$ cat src/rtl/hamming_pkg.sv
// Shared definitions for the SECDED correction pipeline: check-bit count,
// legal data widths, error classes and codeword position mapping.
package hamming_pkg;

    typedef enum logic [1:0] {
        CLEAN,
        SEC,
        DED
    } err_class_t;

    function automatic int r_of_k(input int k);
        int r;
        case (k)
            4:       r = 3;
            11:      r = 4;
            26:      r = 5;
            57:      r = 6;
            default: r = 0;
        endcase
        return r;
    endfunction

    function automatic bit k_is_legal(input int k);
        return r_of_k(k) != 0;
    endfunction

    // Data bit idx lives at the idx-th non-power-of-two Hamming position.
    function automatic int data_pos(input int idx);
        int result;
        int cnt;
        result = 0;
        cnt    = 0;
        for (int pos = 1; pos < 128; pos++) begin
            if ((pos & (pos - 1)) != 0) begin
                if (cnt == idx) begin
                    result = pos;
                end
                cnt++;
            end
        end
        return result;
    endfunction

endpackage

$ cat src/rtl/hamming_syndrome_calc.sv
// Combinational syndrome and overall-parity computation for one codeword.
module hamming_syndrome_calc #(
    parameter int N = 16,
    parameter int R = 4
) (
    input  logic [N-1:0] codeword,
    output logic         parity,
    output logic [R-1:0] syndrome
);

    always_comb begin
        syndrome = '0;
        for (int i = 1; i < N; i++) begin
            if (codeword[i]) begin
                syndrome = syndrome ^ R'(i);
            end
        end
    end

    assign parity = ^codeword;

endmodule

$ cat src/rtl/hamming_secded_correct_pipe.sv
// Two-stage SECDED decoder: S1 computes syndrome/parity, S2 corrects and
// classifies; valid/ready handshake with saturating error counters.
module hamming_secded_correct_pipe
    import hamming_pkg::*;
#(
    parameter int  K     = 11,
    parameter int  CNT_W = 16,
    localparam int R     = r_of_k(K),
    localparam int N     = K + R + 1
) (
    input  logic             clk,
    input  logic             rst,
    input  logic             valid_i,
    output logic             ready_o,
    input  logic [N-1:0]     codeword_i,
    output logic             valid_o,
    input  logic             ready_i,
    output logic [K-1:0]     data_o,
    output logic             sec_o,
    output logic             ded_o,
    output logic [R:0]       syndrome_o,
    input  logic             clear_cnt_i,
    output logic [CNT_W-1:0] sec_cnt_o,
    output logic [CNT_W-1:0] ded_cnt_o
);

    if (!k_is_legal(K)) begin : g_illegal_k
        $fatal(1, "hamming_secded_correct_pipe: K must be 4, 11, 26 or 57");
    end
    if (CNT_W < 2 || CNT_W > 32) begin : g_illegal_cnt_w
        $fatal(1, "hamming_secded_correct_pipe: CNT_W must be 2..32");
    end

    localparam logic [CNT_W-1:0] CNT_MAX = '1;

    logic         en;
    logic         out_xfer;
    logic         calc_parity;
    logic [R-1:0] calc_syndrome;
    logic [K-1:0] data_in;

    logic         s1_valid;
    logic [K-1:0] s1_data;
    logic         s1_parity;
    logic [R-1:0] s1_syndrome;

    err_class_t   err_class;
    logic         flip_en;
    logic [K-1:0] data_next;

    assign en       = !valid_o || ready_i;
    assign ready_o  = en;
    assign out_xfer = valid_o && ready_i;

    hamming_syndrome_calc #(
        .N(N),
        .R(R)
    ) u_syndrome (
        .codeword(codeword_i),
        .parity  (calc_parity),
        .syndrome(calc_syndrome)
    );

    // Only data positions need carrying forward; check bits are fully
    // summarised by the syndrome.
    for (genvar j = 0; j < K; j++) begin : g_extract
        assign data_in[j] = codeword_i[data_pos(j)];
    end

    always_ff @(posedge clk) begin
        if (rst) begin
            s1_valid    <= 1'b0;
            s1_data     <= '0;
            s1_parity   <= 1'b0;
            s1_syndrome <= '0;
        end else if (en) begin
            s1_valid    <= valid_i;
            s1_data     <= data_in;
            s1_parity   <= calc_parity;
            s1_syndrome <= calc_syndrome;
        end
    end

    always_comb begin
        err_class = CLEAN;
        if (s1_parity) begin
            if (int'(s1_syndrome) <= N - 1) begin
                err_class = SEC;
            end else begin
                err_class = DED;
            end
        end else if (s1_syndrome != '0) begin
            err_class = DED;
        end
    end

    assign flip_en = (err_class == SEC);

    // A zero syndrome with SEC means the parity bit itself flipped, which
    // never matches a data position, so data passes through untouched.
    for (genvar j = 0; j < K; j++) begin : g_correct
        assign data_next[j] = s1_data[j] ^ (flip_en && (s1_syndrome == R'(data_pos(j))));
    end

    always_ff @(posedge clk) begin
        if (rst) begin
            valid_o    <= 1'b0;
            data_o     <= '0;
            sec_o      <= 1'b0;
            ded_o      <= 1'b0;
            syndrome_o <= '0;
        end else if (en) begin
            valid_o    <= s1_valid;
            data_o     <= data_next;
            sec_o      <= s1_valid && (err_class == SEC);
            ded_o      <= s1_valid && (err_class == DED);
            syndrome_o <= {s1_parity, s1_syndrome};
        end
    end

    // Clear takes priority over a coincident event.
    always_ff @(posedge clk) begin
        if (rst || clear_cnt_i) begin
            sec_cnt_o <= '0;
            ded_cnt_o <= '0;
        end else begin
            if (out_xfer && sec_o && sec_cnt_o != CNT_MAX) begin
                sec_cnt_o <= sec_cnt_o + CNT_W'(1);
            end
            if (out_xfer && ded_o && ded_cnt_o != CNT_MAX) begin
                ded_cnt_o <= ded_cnt_o + CNT_W'(1);
            end
        end
    end

endmodule
$ cat config.mk
export PLATFORM = sky130hd
export DESIGN_NAME = hamming_secded_correct_pipe
export DESIGN_NICKNAME = d
export VERILOG_FILES = /design/src/rtl/hamming_pkg.sv /design/src/rtl/hamming_syndrome_calc.sv /design/src/rtl/hamming_secded_correct_pipe.sv
export SDC_FILE = /design/constraint.sdc
export NUM_CORES = 1
export LEC_CHECK = 0
export ABC_CLOCK_PERIOD_IN_PS = 1500
export CORE_MARGIN = 5
export CORE_UTILIZATION = 34
export CTS_BUF_LIST = sky130_fd_sc_hd__clkbuf_16
export DETAILED_ROUTE_END_ITERATION = 10
export SKIP_CTS_REPAIR_TIMING = 1
export SLEW_MARGIN = 20
export SYNTH_ARGS = -nofsm -noshare
export SYNTH_HDL_FRONTEND = slang
export SYNTH_SLANG_ARGS = --single-unit
$ cat constraint.sdc
create_clock -name clk -period 1.5 [get_ports clk]
set_input_delay 0.3 -clock clk [delete_from_list [all_inputs] [get_ports clk]]
set_output_delay 0.3 -clock clk [all_outputs]
set_load 0.03 [all_outputs]
### Word level (Yosys, flattened, before mapping)

Index checks and enable logic that the tools add are counted.

| cells by class | value |
|---|---|
| add/sub/neg operators | 2 |
| equal/unequal tests | 15 |
| muxes and demuxes | 17 |
| bitwise gates (word level) | 25 |
| reductions and logical operators | 23 |

Operator list:

| cell | count |
|---|---|
| 16-bit by 1-bit adder with 16-bit output, second input constant | 2 |
| 4-bit 2-to-1 mux | 8 |
| 16-bit != test, second input constant | 2 |
| 4-bit equality test, second input constant | 7 |
| 1-bit logical AND | 18 |
| 16-bit parity | 1 |
| 4-bit by 3-bit equality test with 1-bit output, second input constant | 3 |
| 3-bit 2-to-1 mux | 4 |
| 2-bit inverter | 6 |
| 3-bit inverter | 4 |
| 1-bit XOR | 11 |
| 2-bit 2-to-1 mux | 4 |
| 4-bit by 2-bit equality test with 1-bit output, second input constant | 1 |
| 4-bit inverter | 1 |
| 4-bit nonzero test | 1 |
| 1-bit inverter, first input constant | 3 |
| 2-bit by 1-bit equality test with 1-bit output, second input constant | 1 |
| 2-bit equality test, second input constant | 1 |
| 1-bit logical OR | 2 |
| 1-bit zero test | 1 |
| 1-bit 2-to-1 mux | 1 |

| word-level totals | value |
|---|---|
| register bits | 68 |
| input bits | 21 |
| output and inout bits | 52 |
| logic and storage cells | 93 |

### Depth between registers and ports, before layout

Gate-level depths: netlist of the first run.

| logic depth | value |
|---|---|
| depth in word-level cells | 26 |
| gate-level depth with buffers | 6 |
| gate-level depth less buffers | 6 |

### Hierarchy

From an unflattened synthesis of the first run, not the netlist that was laid out.

| second synthesis, totals | value |
|---|---|
| cell total of the unflattened synthesis | 400 |
| area total of the unflattened synthesis | 3316.9 sq um |

By module, submodules not included:

| module | times used | cells each | area an instance (sq um) | sequential area each (sq um) |
|---|---|---|---|---|
| hamming_secded_correct_pipe | 1 | 373 | 3065.4 | 1361.3 |
| hamming_syndrome_calc | 1 | 27 | 251.5 | 0.0 |

### Least setup slack after synthesis of the first run

Ideal clock, no wire load.

| timing | value |
|---|---|
| path type | reg2reg |
| start point | register ded_cnt_o[11] |
| end point | register ded_cnt_o[1] |
| setup time | 128 ps |
| arrival time | 1582 ps |
| required time | 1372 ps |
| path slack | -210 ps |
| stages on the path, launching flop included | 6 |
| path buffers | 0 |
| period minus slack after synthesis | 1710 ps |
| cells stage by stage | dfxtp_1 > and4_1 > nand3_2 > o21ai_0 > mux2i_1 > nor2_1 |

| on the way | value |
|---|---|
| longest elaborated chain between the ends | 2 |

RTL lines:

| element | line | RTL |
|---|---|---|
| from (decl) | hamming_secded_correct_pipe.sv:24 | `output logic [CNT_W-1:0] ded_cnt_o` |
| from (signal assigned) | hamming_secded_correct_pipe.sv:131 | `ded_cnt_o <= ded_cnt_o + CNT_W'(1);` |
| 16-bit != test | hamming_secded_correct_pipe.sv:130 | `if (out_xfer && ded_o && ded_cnt_o != CNT_MAX) begin` |
| 1-bit logical AND | hamming_secded_correct_pipe.sv:130 |  |

Every way passes these cells.
A chain may end at the register's enable or synchronous reset.

### Worst setup path in the final report of the first run

| timing | value |
|---|---|
| start point | register valid_o |
| end point | output ready_o |

| on the way | value |
|---|---|
| longest elaborated chain between the ends | 2 |

RTL lines:

| element | line | RTL |
|---|---|---|
| from (decl) | hamming_secded_correct_pipe.sv:16 | `output logic valid_o,` |
| from (signal assigned) | hamming_secded_correct_pipe.sv:113 | `valid_o <= s1_valid;` |
| 1-bit zero test | hamming_secded_correct_pipe.sv:51 | `assign en = !valid_o \|\| ready_i;` |
| 1-bit logical OR | hamming_secded_correct_pipe.sv:51 |  |
| to (decl) | hamming_secded_correct_pipe.sv:14 | `output logic ready_o,` |

Every way passes these cells.

==> metrics.md, run 1 <==
| Metric | Value |
|---|---|
| Run status | `complete, but fails checks` |
| Failing checks | `negative setup slack` |
| Highest achievable clock rate | `600.2 MHz` |
| Via count of the first global-routing pass | `2951` |
| Largest family of logic cells by synthesized area | `simple AND/OR/NAND/NOR gates` |
| Worst clock skew on the final layout | `0.006234 ns` |
| DRC violations left | `0` |
| Total via count in the routed design | `3041` |
| Gate count after technology mapping | `369` |
| Cell Pwr Density | `953.3 nW/µm²` |
| Skew-Pair Late Insertion Delay | `0.33 ns` |
| Number of placed cells counting well taps | `588` |
| Clock root buffer | `sky130_fd_sc_hd__clkbuf_16` |
| Fraction of the mapped netlist area in compound gates | `0.1287` |
| Number of DRC markers in iteration 0 | `165` |
| Post-synthesis xor/xnor area fraction | `0.1570` |
| Worst setup slack after placement | `-0.4410 ns` |
| Total nets after synthesis | `392` |
| Crit. End Element | `output pin` |
| Vert. Die Dim | `106.7 µm` |
| Met2 demand-to-capacity share in global routing | `0.2356` |
| Setup-violating endpoint count in the final report | `1` |
| Area grow syn2layout | `60.49%` |
| Count of unique library cells instantiated by Yosys | `39` |
| CTS Sinks | `68` |
| Maximum number of pins on one net before global-route repair | `41` |
| CTS tree | `yes` |
| Number of max-cap violations | `0` |
| Count of pins over their slew limit | `0` |
| Leading cell type in the layout, fill and taps excluded | `sky130_fd_sc_hd__buf_4` |
| Synth Area in Adders | `0.007871` |
| Met3 Use GR | `0.03191` |
| Final clock period utilization by the worst path | `1.111` |
| Wire length of the first global-routing pass | `13.70 mm` |
| Launching instance or port of the critical path | `valid_o` |
| Hold violation total from the final report | `0` |
| Startpoint Class | `register` |
| Crit path setup slack, layout | `-0.1660 ns` |
| Depth of the CTS H-tree | `3` |
| Most congested layer reported by global routing | `met2` |
| Number of antenna diodes | `0` |
| Final critical-path required period | `1.666 ns` |
| Average routed wire per standard cell | `13.93 µm` |
| Largest vdd supply drop | `0.0006421 V` |
| Initial antenna violation count | `0` |
| Number of primary I/O pins | `73` |
| Clock buffer count from CTS | `9` |
| Average cell area after synthesis | `8.616 µm²` |
| Vias/cell | `4.969` |
| Final cell count without fillers | `612` |
| Area inside the core boundary | `9196 µm²` |
| Flip-flop and latch count after synthesis | `68` |
| Category of the critical setup timing path | `reg2out` |
| Commonest cells after routing, fill and taps aside | `57 x sky130_fd_sc_hd__buf_4, 53 x sky130_fd_sc_hd__dlymetal6s2s_1, 50 x sky130_fd_sc_hd__nor2_1` |
| Final layout net count | `519` |
| Worst hold-check slack | `0.4559 ns` |
| Origin of the critical flop-to-flop path | `valid_o` |
| Die Footprint | `11380 µm²` |
| Worst max-slew margin expressed relative to the limit | `0.7348` |
| Tot Pwr | `4.864 mW` |
| Half-perimeter wire length of the detailed placement result | `6.173 mm` |
| Worst-path clk slew | `0.06 ns` |
| Total standard cell area after synthesis | `3179 µm²` |
| Share of cells above drive strength 1 | `0.2874` |
| Pre-Repair DR Iteration Count | `4` |
| Initial cell density of the core | `0.3457` |
| Critical Path Fanout Max | `10` |
| Proportion of synthesized area in mux cells | `0.006297` |
| Grt total ovfl | `0` |
| Ys Warns | `0` |
| CTS max path bufs | `2` |
| Arrival time at the worst endpoint | `1.37 ns` |
| Final core utilization | `0.5548` |
| Met1 global-route usage | `0.1896` |
| RSZ-0062 raised after global routing | `yes` |
| Quantity of I/O buffers inserted on ports | `72` |
| Req. time, crit path | `1.20 ns` |
| Hold wc startpoint | `syndrome_o[3]` |
| Min-delay worst type | `reg2reg` |
| Global router's overall resource usage | `0.1461` |
| Tightest Pin Transition | `0.3978 ns` |
| Portion of the post-synthesis area used by sequential elements | `0.4282` |
| Die span in x | `106.7 µm` |
| Leakage dissipation | `2.792 nW` |
| Simple-gate area share of the yosys netlist | `0.2515` |
| Final weighted congestion in routability-driven placement | `0.8620` |
| Antenna viol nets, final | `0` |
| FP Rows | `35` |
| Overall routed net length | `8.524 mm` |
==> cells by family (layout without fill, tap and decap cells) <==
group | count (synthesis) | after routing
flops | 68 | 68
mux | 2 | 2
xor+xnor | 57 | 57
buf+inv | 17 | 149
compound gates | 64 | 64
simple gates | 159 | 159
fa+ha+maj | 2 | 2
==> critical path, stage by stage, from the launching register on <==
cell	delay [ns]
sky130_fd_sc_hd__dfxtp_2	0.34
sky130_fd_sc_hd__nor2b_2	0.15
sky130_fd_sc_hd__buf_4	0.14
sky130_fd_sc_hd__inv_2	0.08
sky130_fd_sc_hd__buf_4	0.16
sky130_fd_sc_hd__buf_4	0.17
==> path summary, 6_finish.rpt <==
check / to / slack [ns] / cells past startpoint
setup / recovery: ready_o / -0.17 / 5
hold / removal: syndrome_o[3] / 0.46 / 2
setup reg to reg: sec_cnt_o[11] / 0.01 / 6
hold reg to reg: syndrome_o[3] / 0.46 / 2
==> power breakdown <==
group | internal, mW | switching (mW) | leakage (nW)
Combinational | 0.428 | 0.436 | 2.07
Sequential | 1.91 | 0.0767 | 0.571
Clock | 1.26 | 0.752 | 0.149
==> cell usage after synthesis <==
cell,number,share of area
sky130_fd_sc_hd__clkbuf_1,15,0.018
sky130_fd_sc_hd__nor3_1,4,0.0063
sky130_fd_sc_hd__nor4_2,1,0.0039
sky130_fd_sc_hd__and3_2,1,0.0024
sky130_fd_sc_hd__a211oi_2,1,0.0039
sky130_fd_sc_hd__nand3b_1,2,0.0047
sky130_fd_sc_hd__o21ai_0,13,0.020
sky130_fd_sc_hd__xor2_1,24,0.066
sky130_fd_sc_hd__dfxtp_1,68,0.43
sky130_fd_sc_hd__and2_1,1,0.0020
sky130_fd_sc_hd__o211ai_1,8,0.019
sky130_fd_sc_hd__nand3_1,8,0.013
sky130_fd_sc_hd__nand4b_1,1,0.0028
sky130_fd_sc_hd__mux2i_1,2,0.0063
sky130_fd_sc_hd__a21oi_1,23,0.036
sky130_fd_sc_hd__o2111ai_1,2,0.0055
sky130_fd_sc_hd__or2_2,1,0.0020
sky130_fd_sc_hd__nor4_1,4,0.0079
sky130_fd_sc_hd__a311oi_1,9,0.025
sky130_fd_sc_hd__nand3_2,1,0.0031
sky130_fd_sc_hd__o21a_1,1,0.0024
sky130_fd_sc_hd__nand2_1,44,0.052
sky130_fd_sc_hd__nand4_1,7,0.014
sky130_fd_sc_hd__ha_1,2,0.0079
sky130_fd_sc_hd__clkbuf_2,1,0.0016
sky130_fd_sc_hd__nor3_2,1,0.0031
sky130_fd_sc_hd__nor2_1,52,0.061
sky130_fd_sc_hd__inv_2,1,0.0012
sky130_fd_sc_hd__xnor2_1,33,0.091
sky130_fd_sc_hd__and4_1,6,0.017
sky130_fd_sc_hd__nor2b_1,1,0.0020
sky130_fd_sc_hd__nor4b_1,2,0.0055
sky130_fd_sc_hd__and4_2,1,0.0031
sky130_fd_sc_hd__and3_1,7,0.014
sky130_fd_sc_hd__a211oi_1,7,0.017
sky130_fd_sc_hd__or3_1,10,0.020
sky130_fd_sc_hd__and4_4,1,0.0035
sky130_fd_sc_hd__nand2b_1,2,0.0039
sky130_fd_sc_hd__nand3_4,1,0.0055
==> flip-flops by register name, indices dropped and copies added, names as in the netlist <==
name	count
s1_valid	1
ded_cnt_o	16
sec_o	1
s1_parity	1
ded_o	1
syndrome_o	5
valid_o	1
s1_data	11
s1_syndrome	4
data_o	11
sec_cnt_o	16
==> through the flow <==
step | area (µm²) | TNS, ns
after floorplan | 3247 | -0.03932
after global placement | 4446 | -17.30
after detailed placement | 4446 | -18.22
after CTS | 4731 | -10.17
after global routing | 5102 | -0.7443
final | 5102 | -0.1660
==> layout make-up <==
cell class | count | area, µm²
tap | 111 | 138.9
fill | 844 | 4094
clock buffer | 9 | 225.2
clock inverter | 7 | 60.06
sequential | 68 | 1405
inverter | 1 | 3.754
multi-input combinational | 284 | 1944
timing repair buffer | 132 | 1325
==> routing by layer <==
layer  share of wire  vias to the layer above
met5               0                        -
met3           0.052                       13
met1            0.48                     1401
met2            0.45                       75
li1                -                     1552
met4           0.015                        0
Power figures use the tool's default switching activity.
==> run 2: changes to the inputs <==
SETUP_SLACK_MARGIN = 0.15   (was unset)
==> run 2 against run 1 <==
Effect of this change:
- the flow still finishes with violations (negative setup slack)
- sequential share of layout area fell by 0.34 points
- clock power rose by 2%
- design area rose by 6.4%
- die area did not move
- utilization rose by 3.6 points
- combinational power barely moved
- critical path depth rose by 1
- first-iteration DRC count fell by 20%
- count of clock-buffer cells in the layout did not move
- sequential cell count did not move
- fmax rose by 4.5%
- critical path type is now reg2reg
- largest power group unchanged
- highest routed layer unchanged
==> metrics.md, run 2 (same netlist as run 1, synthesis figures left out) <==
| Metric | Value |
|---|---|
| Number of fillers in the final layout | `793 (-6.0%)` |
| Crit. End Element | `register` |
| Worst max-slew margin expressed relative to the limit | `0.7252 (-0.009571)` |
| Die span in x | `106.7 µm (unchanged)` |
| Chain of cells forming the critical path | `and3_4, nand4_1, buf_4, nor4_4, xnor2_1, nor2_1` |
| Clock root buffer | `sky130_fd_sc_hd__clkbuf_16` |
| Cell Pwr Density | `901.0 nW/µm² (-5.5%)` |
| Half-perimeter wire length of the detailed placement result | `6.150 mm (-0.37%)` |
| Cell internal power dissipation | `3.590 mW (-0.25%)` |
| Placed Area | `4502 µm² (+1.3%)` |
| Area grow syn2layout | `70.76%` |
| Share of cells above drive strength 1 | `0.3491 (+0.06169)` |
| Number of primary I/O pins | `73 (unchanged)` |
| Initial antenna violation count | `0 (unchanged)` |
| Final clock period utilization by the worst path | `1.063 (-0.04806)` |
| Category of the critical setup timing path | `reg2reg` |
| Switch share | `0.2660 (+0.005963)` |
| Switching Power | `1.301 mW (+2.9%)` |
| Final-layout setup total negative slack | `-0.3455 ns (-0.1796 ns)` |
| Number of placed cells counting well taps | `580 (-1.4%)` |
| Delay contributed by the slowest stage of the critical path | `0.36 ns (+0.02 ns)` |
| Crit path setup slack, layout | `-0.09390 ns (+0.07209 ns)` |
| Skew-Pair Late Insertion Delay | `0.32 ns (about the same)` |
| Die Footprint | `11380 µm² (unchanged)` |
| Clock buffer count from CTS | `9 (unchanged)` |
| FP Rows | `35 (unchanged)` |
| Grt total ovfl | `0 (unchanged)` |
| Vert. Die Dim | `106.7 µm (unchanged)` |
| Final weighted congestion in routability-driven placement | `0.7898 (-8.4%)` |
| Worst clock skew on the final layout | `0.006857 ns (+0.0006226 ns)` |
| Area inside the core boundary | `9196 µm² (unchanged)` |
| RSZ-0062 raised after global routing | `yes` |
| Setup-violating endpoint count in the final report | `8 (+7)` |
| Average routed wire per standard cell | `14.35 µm (+3.0%)` |
| Final cell count without fillers | `618 (+0.98%)` |
| Req. time, crit path | `1.71 ns (+0.51 ns)` |
| Largest registers | `ded_cnt_o (16), sec_cnt_o (16)` |
| Count of pins over their slew limit | `0 (unchanged)` |
| Via count of the first global-routing pass | `2932 (-0.64%)` |
| Startpoint Class | `register` |
| Global router's overall resource usage | `0.1485 (+0.002470)` |
| Overall routed net length | `8.868 mm (+4.0%)` |
| Antenna viol nets, final | `0 (unchanged)` |
| Hold violation total from the final report | `0 (unchanged)` |
| Min-delay worst type | `in2reg` |
| Launching instance or port of the critical path | `valid_o` |
| Commonest cells after routing, fill and taps aside | `63 x sky130_fd_sc_hd__dlymetal6s2s_1, 57 x sky130_fd_sc_hd__buf_4, 48 x sky130_fd_sc_hd__nor2_1` |
| Final layout net count | `525 (+1.2%)` |
| Origin of the critical flop-to-flop path | `valid_o` |
| Arrival time at the worst endpoint | `1.80 ns (+0.43 ns)` |
| Total via count in the routed design | `3106 (+2.1%)` |
| Slowest cell on the critical path | `sky130_fd_sc_hd__dfxtp_4` |
| Hold wc startpoint | `codeword_i[3]` |
| Initial cell density of the core | `0.3457 (unchanged)` |
| Fraction of power consumed by sequential logic | `0.402 (-0.006)` |
| Fraction of power consumed by the clock network | `0.422 (+0.008)` |
| Number of DRC markers in iteration 0 | `132 (-20%)` |
| Leading cell type in the layout, fill and taps excluded | `sky130_fd_sc_hd__dlymetal6s2s_1` |
| Number of antenna diodes | `0 (unchanged)` |
| Worst hold-check slack | `0.3281 ns (-0.1278 ns)` |
| Non-Filler Cell Area, Final | `5429 µm² (+6.4%)` |
| Pre-Repair DR Iteration Count | `4 (unchanged)` |
| Depth of the CTS H-tree | `3 (unchanged)` |
| Gate power share | `0.176 (-0.002)` |
| Vias/cell | `5.026 (+1.1%)` |
| Quantity of I/O buffers inserted on ports | `72 (unchanged)` |
| Critical Path Fanout Max | `5 (-5)` |
| Worst-path clk slew | `0.06 ns (about the same)` |
| Maximum number of pins on one net before global-route repair | `42 (+2.4%)` |
| Final critical-path required period | `1.594 ns (-0.07209 ns)` |
| CTS Sinks | `68 (unchanged)` |
| Highest achievable clock rate | `627.4 MHz (+4.5%)` |
| DRC violations left | `0 (unchanged)` |
| CTS max path bufs | `2 (unchanged)` |
| Largest vdd supply drop | `0.0004689 V (-27%)` |
| CTS tree | `yes` |
| Wire length of the first global-routing pass | `13.99 mm (+2.1%)` |
| Failing checks | `negative setup slack` |
| Tightest Pin Transition | `0.4122 ns (+0.01436 ns)` |
| Leakage dissipation | `2.903 nW (+4.0%)` |
| Run status | `complete, but fails checks` |
| Number of max-cap violations | `0 (unchanged)` |
run 2: cell types whose count changed in the layout (fill, tap and decap cells not counted), moves of 3 or more:
cell / change
sky130_fd_sc_hd__buf_6: +6
sky130_fd_sc_hd__clkbuf_2: +3
sky130_fd_sc_hd__clkdlybuf4s50_1: -15
sky130_fd_sc_hd__dfxtp_1: -7
sky130_fd_sc_hd__dfxtp_2: -18
sky130_fd_sc_hd__dfxtp_4: +25
sky130_fd_sc_hd__dlymetal6s2s_1: +10
sky130_fd_sc_hd__inv_4: +3
sky130_fd_sc_hd__nand3_1: -3
sky130_fd_sc_hd__nand3_4: +3
sky130_fd_sc_hd__nor2_4: +3
run 2: path summary, 6_finish.rpt:
path / end / slack [ns] / cells after the start
max reg2reg: sec_cnt_o[13] / -0.09 / 6
min: s1_data[0] / 0.33 / 3
max: sec_cnt_o[13] / -0.09 / 6
min reg2reg: syndrome_o[2] / 0.46 / 2
run 2: power by group through the flow:
stage / clock (mW) / sequential [mW] / combinational [mW]
after floorplan: 0 / 2.07 / 0.376
after global placement: 0 / 1.99 / 0.817
after detailed placement: 0 / 1.99 / 0.826
after CTS: 2.11 / 1.95 / 0.831
after global routing: 2.19 / 1.98 / 0.939
final: 2.06 / 1.97 / 0.862
run 2: per-layer routing:
layer  up-vias  GRT usage  routed length, µm  share of wire
li1       1576          -                  -              -
met1      1447     0.1966               4131           0.47
met2        73     0.2455               4309           0.49
met3        10    0.03432                342          0.039
met4         0    0.03562                 85         0.0096
met5         -          0                  0              0
run 2: cell type report:
class,count,area (µm²),area share
clock inverters,7,66.31,0.01221
clock buffers,9,225.2,0.04148
multi-input cells,285,2113,0.3893
well taps,111,138.9,0.02558
inverters,1,6.256,0.001152
repair buffers,137,1403,0.2584
flip-flops and latches,68,1476,0.2720
run 2: stage by stage:
step | utilization | worst slack (ns) | total power, mW
6_report | 0.5903 | -0.09390 | 4.891
3_3_place_gp | 0.4895 | -0.3858 | 2.804
4_1_cts | 0.5212 | -0.3448 | 4.888
2_1_floorplan | - | 0.01911 | 2.443
5_1_grt | 0.5903 | -0.1773 | 5.111
3_5_place_dp | 0.4895 | -0.4433 | 2.816
run 2: critical path: cells and delay by family (launching register included):
family / cells / cell delay (ns)
XOR/XNOR: 1 / 0.17
flip-flops: 1 / 0.36
AND/OR/NAND/NOR: 4 / 0.71
buffers and inverters: 1 / 0.25
==> run 3: changes to the inputs <==
ABC_AREA = 1   (was unset)
TNS_END_PERCENT = 100   (was unset)
==> run 3 against run 2 <==
Effect of this change:
- the flow now finishes without violations
- fmax rose by 7.2%
- design area rose by 11%
- count of clock-buffer cells in the layout stayed put
- critical path depth down 1
- via count up 31%
- hold slack gained 0.075 ns
- setup slack gained 0.11 ns
- wire length increased by 29%
- die area up 20%
- non-clock buffer count decreased by 8
- critical endpoint is now ready_o
- largest cell class unchanged
==> metrics.md, run 3 <==
| Metric | Value |
|---|---|
| Number of antenna diodes | `0 (unchanged)` |
| Top cells by area, synth | `sky130_fd_sc_hd__dfxtp_1 35%, sky130_fd_sc_hd__nand2_1 16%, sky130_fd_sc_hd__xor2_1 6.5%` |
| Final core utilization | `0.5313 (-0.05906)` |
| Die Footprint | `13660 µm² (+20%)` |
| Total via count in the routed design | `4084 (+31%)` |
| Fraction of power consumed by sequential logic | `0.410 (+0.008)` |
| Ys Warns | `0 (unchanged)` |
| Maximum number of pins on one net before global-route repair | `33 (-21%)` |
| Vert. Die Dim | `116.9 µm (+9.5%)` |
| Gate power share | `0.165 (-0.011)` |
| FP Rows | `39 (+11%)` |
| Global router's overall resource usage | `0.1601 (+0.01161)` |
| Count of unique library cells instantiated by Yosys | `31 (-21%)` |
| Number of placed cells counting well taps | `822 (+42%)` |
| RSZ-0062 raised after global routing | `yes` |
| Hold violation total from the final report | `0 (unchanged)` |
| Number of DRC markers in iteration 0 | `197 (+49%)` |
| Via count of the first global-routing pass | `3708 (+26%)` |
| Fraction of power consumed by the clock network | `0.426 (+0.004)` |
| Switch share | `0.2697 (+0.003720)` |
| Depth of the CTS H-tree | `3 (unchanged)` |
| Leading cell type in the layout, fill and taps excluded | `sky130_fd_sc_hd__nand2_1` |
| Commonest cells post-synth | `169 x sky130_fd_sc_hd__nand2_1, 68 x sky130_fd_sc_hd__dfxtp_1, 64 x sky130_fd_sc_hd__nor2_1, 62 x sky130_fd_sc_hd__inv_1, 48 x sky130_fd_sc_hd__a21oi_1` |
| Setup-violating endpoint count in the final report | `0 (-8)` |
| Wire length of the first global-routing pass | `17.29 mm (+24%)` |
| Quantity of I/O buffers inserted on ports | `72 (unchanged)` |
| Clock buffer count from CTS | `9 (unchanged)` |
| Reg2reg path depth | `8 (+2)` |
| Pre-Repair DR Iteration Count | `4 (unchanged)` |
| CTS max path bufs | `2 (unchanged)` |
| Min-delay worst type | `in2reg` |
| Average routed wire per standard cell | `13.43 µm (-6.4%)` |
| Final clock period utilization by the worst path | `0.9914 (-0.07117)` |
| CTS tree | `yes` |
| Critical Path Fanout Max | `14 (+9)` |
| Highest achievable clock rate | `672.4 MHz (+7.2%)` |
| Number of primary I/O pins | `73 (unchanged)` |
| Area inside the core boundary | `11320 µm² (+23%)` |
| Most numerous cell in the Yosys netlist | `sky130_fd_sc_hd__nand2_1` |
| Category of the critical setup timing path | `reg2out` |
| Total standard cell area after synthesis | `3884 µm² (+22%)` |
| Worst clock skew on the final layout | `0.005157 ns (-0.001700 ns)` |
| Cell internal power dissipation | `3.495 mW (-2.7%)` |
| Post-synthesis async set-or-reset flop share | `0 (unchanged)` |
| Launching instance or port of the critical path | `valid_o` |
| Most frequently used flop master after synthesis | `sky130_fd_sc_hd__dfxtp_1` |
| Clock root buffer | `sky130_fd_sc_hd__clkbuf_16` |
| Leading area contributor after synthesis | `sky130_fd_sc_hd__dfxtp_1` |
| Worst reg2reg setup slack | `0.04 ns (+0.13 ns)` |
| Grt total ovfl | `0 (unchanged)` |
| Crit path to | `ready_o` |
| DRC violations left | `0 (unchanged)` |
| Arrival time at the worst endpoint | `1.19 ns (-0.61 ns)` |
| Number of synthesized flops with an enable pin | `0 (unchanged)` |
| Leakage dissipation | `3.035 nW (+4.5%)` |
| Commonest cells after routing, fill and taps aside | `136 x sky130_fd_sc_hd__nand2_1, 60 x sky130_fd_sc_hd__inv_1, 55 x sky130_fd_sc_hd__nor2_1` |
| Gate count after technology mapping | `588 (+59%)` |
| Portion of the post-synthesis area used by sequential elements | `0.3505 (-0.07766)` |
| Flip-flop and latch count after synthesis | `68 (unchanged)` |
| Cell Pwr Density | `795.7 nW/µm² (-12%)` |
| Antenna viol nets, final | `0 (unchanged)` |
| Crit path setup slack, layout | `0.01285 ns (+0.1068 ns)` |
| Req. time, crit path | `1.20 ns (-0.51 ns)` |
| Worst setup slack after placement | `-0.2570 ns (+0.1862 ns)` |
| CTS Sinks | `68 (unchanged)` |
| Fraction of synthesized cell area taken by the top area cell type | `0.3505 (-0.07766)` |
| Hold wc startpoint | `codeword_i[11]` |
| Skew-Pair Late Insertion Delay | `0.34 ns (+0.02 ns)` |
| Final layout net count | `728 (+39%)` |
| Final critical-path required period | `1.487 ns (-0.1068 ns)` |
| Worst R2R End | `sec_cnt_o[10]` |
| Vias/cell | `4.788 (-4.7%)` |
| Origin of the critical flop-to-flop path | `sec_cnt_o[1]` |
| Initial antenna violation count | `0 (unchanged)` |
| Largest vdd supply drop | `0.0007575 V (+62%)` |
| Final-layout setup total negative slack | `0 ns (+0.3455 ns)` |
| Number of fillers in the final layout | `1088 (+37%)` |
| Overall routed net length | `11.45 mm (+29%)` |
| Tightest Pin Transition | `0.3395 ns (-0.07267 ns)` |
| Area grow syn2layout | `54.86%` |
| Average cell area after synthesis | `6.605 µm² (-23%)` |
| Run status | `finished, final reports clean` |
| Switching Power | `1.291 mW (-0.79%)` |
| Worst-path clk slew | `0.06 ns (about the same)` |
| Total nets after synthesis | `611 (+56%)` |
| Share of cells above drive strength 1 | `0.3324 (-0.01672)` |
| Crit. End Element | `output pin` |
| Die span in x | `116.9 µm (+9.5%)` |
| Half-perimeter wire length of the detailed placement result | `8.051 mm (+31%)` |
| Largest registers | `ded_cnt_o (16), sec_cnt_o (16)` |
| Startpoint Class | `register` |
| Count of pins over their slew limit | `0 (unchanged)` |
| Final cell count without fillers | `853 (+38%)` |
| Number of max-cap violations | `0 (unchanged)` |
| Worst max-slew margin expressed relative to the limit | `0.7733 (+0.04807)` |
| Final weighted congestion in routability-driven placement | `0.8941 (+13%)` |
| Initial cell density of the core | `0.3431 (-0.002655)` |
[run 3: layout make-up]
type | instances | area, µm² | share of cell area
inverter | 65 | 259.0 | 0.04306
clock buffer | 9 | 225.2 | 0.03745
timing repair buffer | 129 | 1235 | 0.2053
clock inverter | 7 | 60.06 | 0.009985
multi-input combinational | 432 | 2638 | 0.4385
sequential | 68 | 1419 | 0.2359
tap | 143 | 178.9 | 0.02975
[run 3: routing by layer]
metal  wire [µm]  up-vias  GRT usage
met2        5981       84     0.2818
met4         160        0    0.04969
met5           0        -          0
met3         488       12    0.04216
met1        4822     1880     0.1905
li1            -     2108          -
[run 3: worst max-delay path, cell delays in order (launching register included)]
cell	delay (ns)
sky130_fd_sc_hd__dfxtp_4	0.36
sky130_fd_sc_hd__inv_4	0.03
sky130_fd_sc_hd__nor2_4	0.12
sky130_fd_sc_hd__inv_4	0.05
sky130_fd_sc_hd__buf_12	0.14
sky130_fd_sc_hd__buf_8	0.13
[run 3: cell families (layout without fill, tap and decap cells)]
| group | Yosys count | after routing | synth area share |
|---|---|---|---|
| and+or+nand+nor | 290 | 290 | 0.3170 |
| xor gates and xnor gates | 44 | 44 | 0.09923 |
| AOI/OAI and AO/OA | 96 | 96 | 0.1311 |
| buffers and inverters | 88 | 210 | 0.09568 |
| DFF | 68 | 68 | 0.3505 |
| adders and majority gates | 2 | 2 | 0.006442 |
[run 3: stage by stage]
stage / power [mW] / hold WS, ns / instance area (µm²)
after global placement: 2.746 / 0.4572 / 5100
after floorplan: 2.429 / 0.3594 / 3978
after CTS: 4.809 / 0.4720 / 5385
after global routing: 5.027 / 0.4255 / 6015
after detailed placement: 2.759 / 0.4649 / 5100
final: 4.786 / 0.4028 / 6015
[run 3: worst min path at each step]
| stage | to | slack, ns | cells after the start |
|---|---|---|---|
| floorplan | valid_o | 0.36 | 1 |
| global placement | s1_data[7] | 0.46 | 2 |
| detailed placement | s1_data[8] | 0.46 | 2 |
| CTS | s1_data[8] | 0.47 | 2 |
| global route | s1_data[6] | 0.43 | 4 |
| finish | s1_data[6] | 0.40 | 4 |
[run 3: power groups by stage]
stage               Clock [mW]  Sequential (mW)  Combinational (mW)
finish                    2.04             1.96               0.787
global route              2.18             1.97               0.875
CTS                       2.08             1.96               0.768
detailed placement           0             1.99               0.765
global placement             0             1.99               0.754
floorplan                    0             2.04               0.384
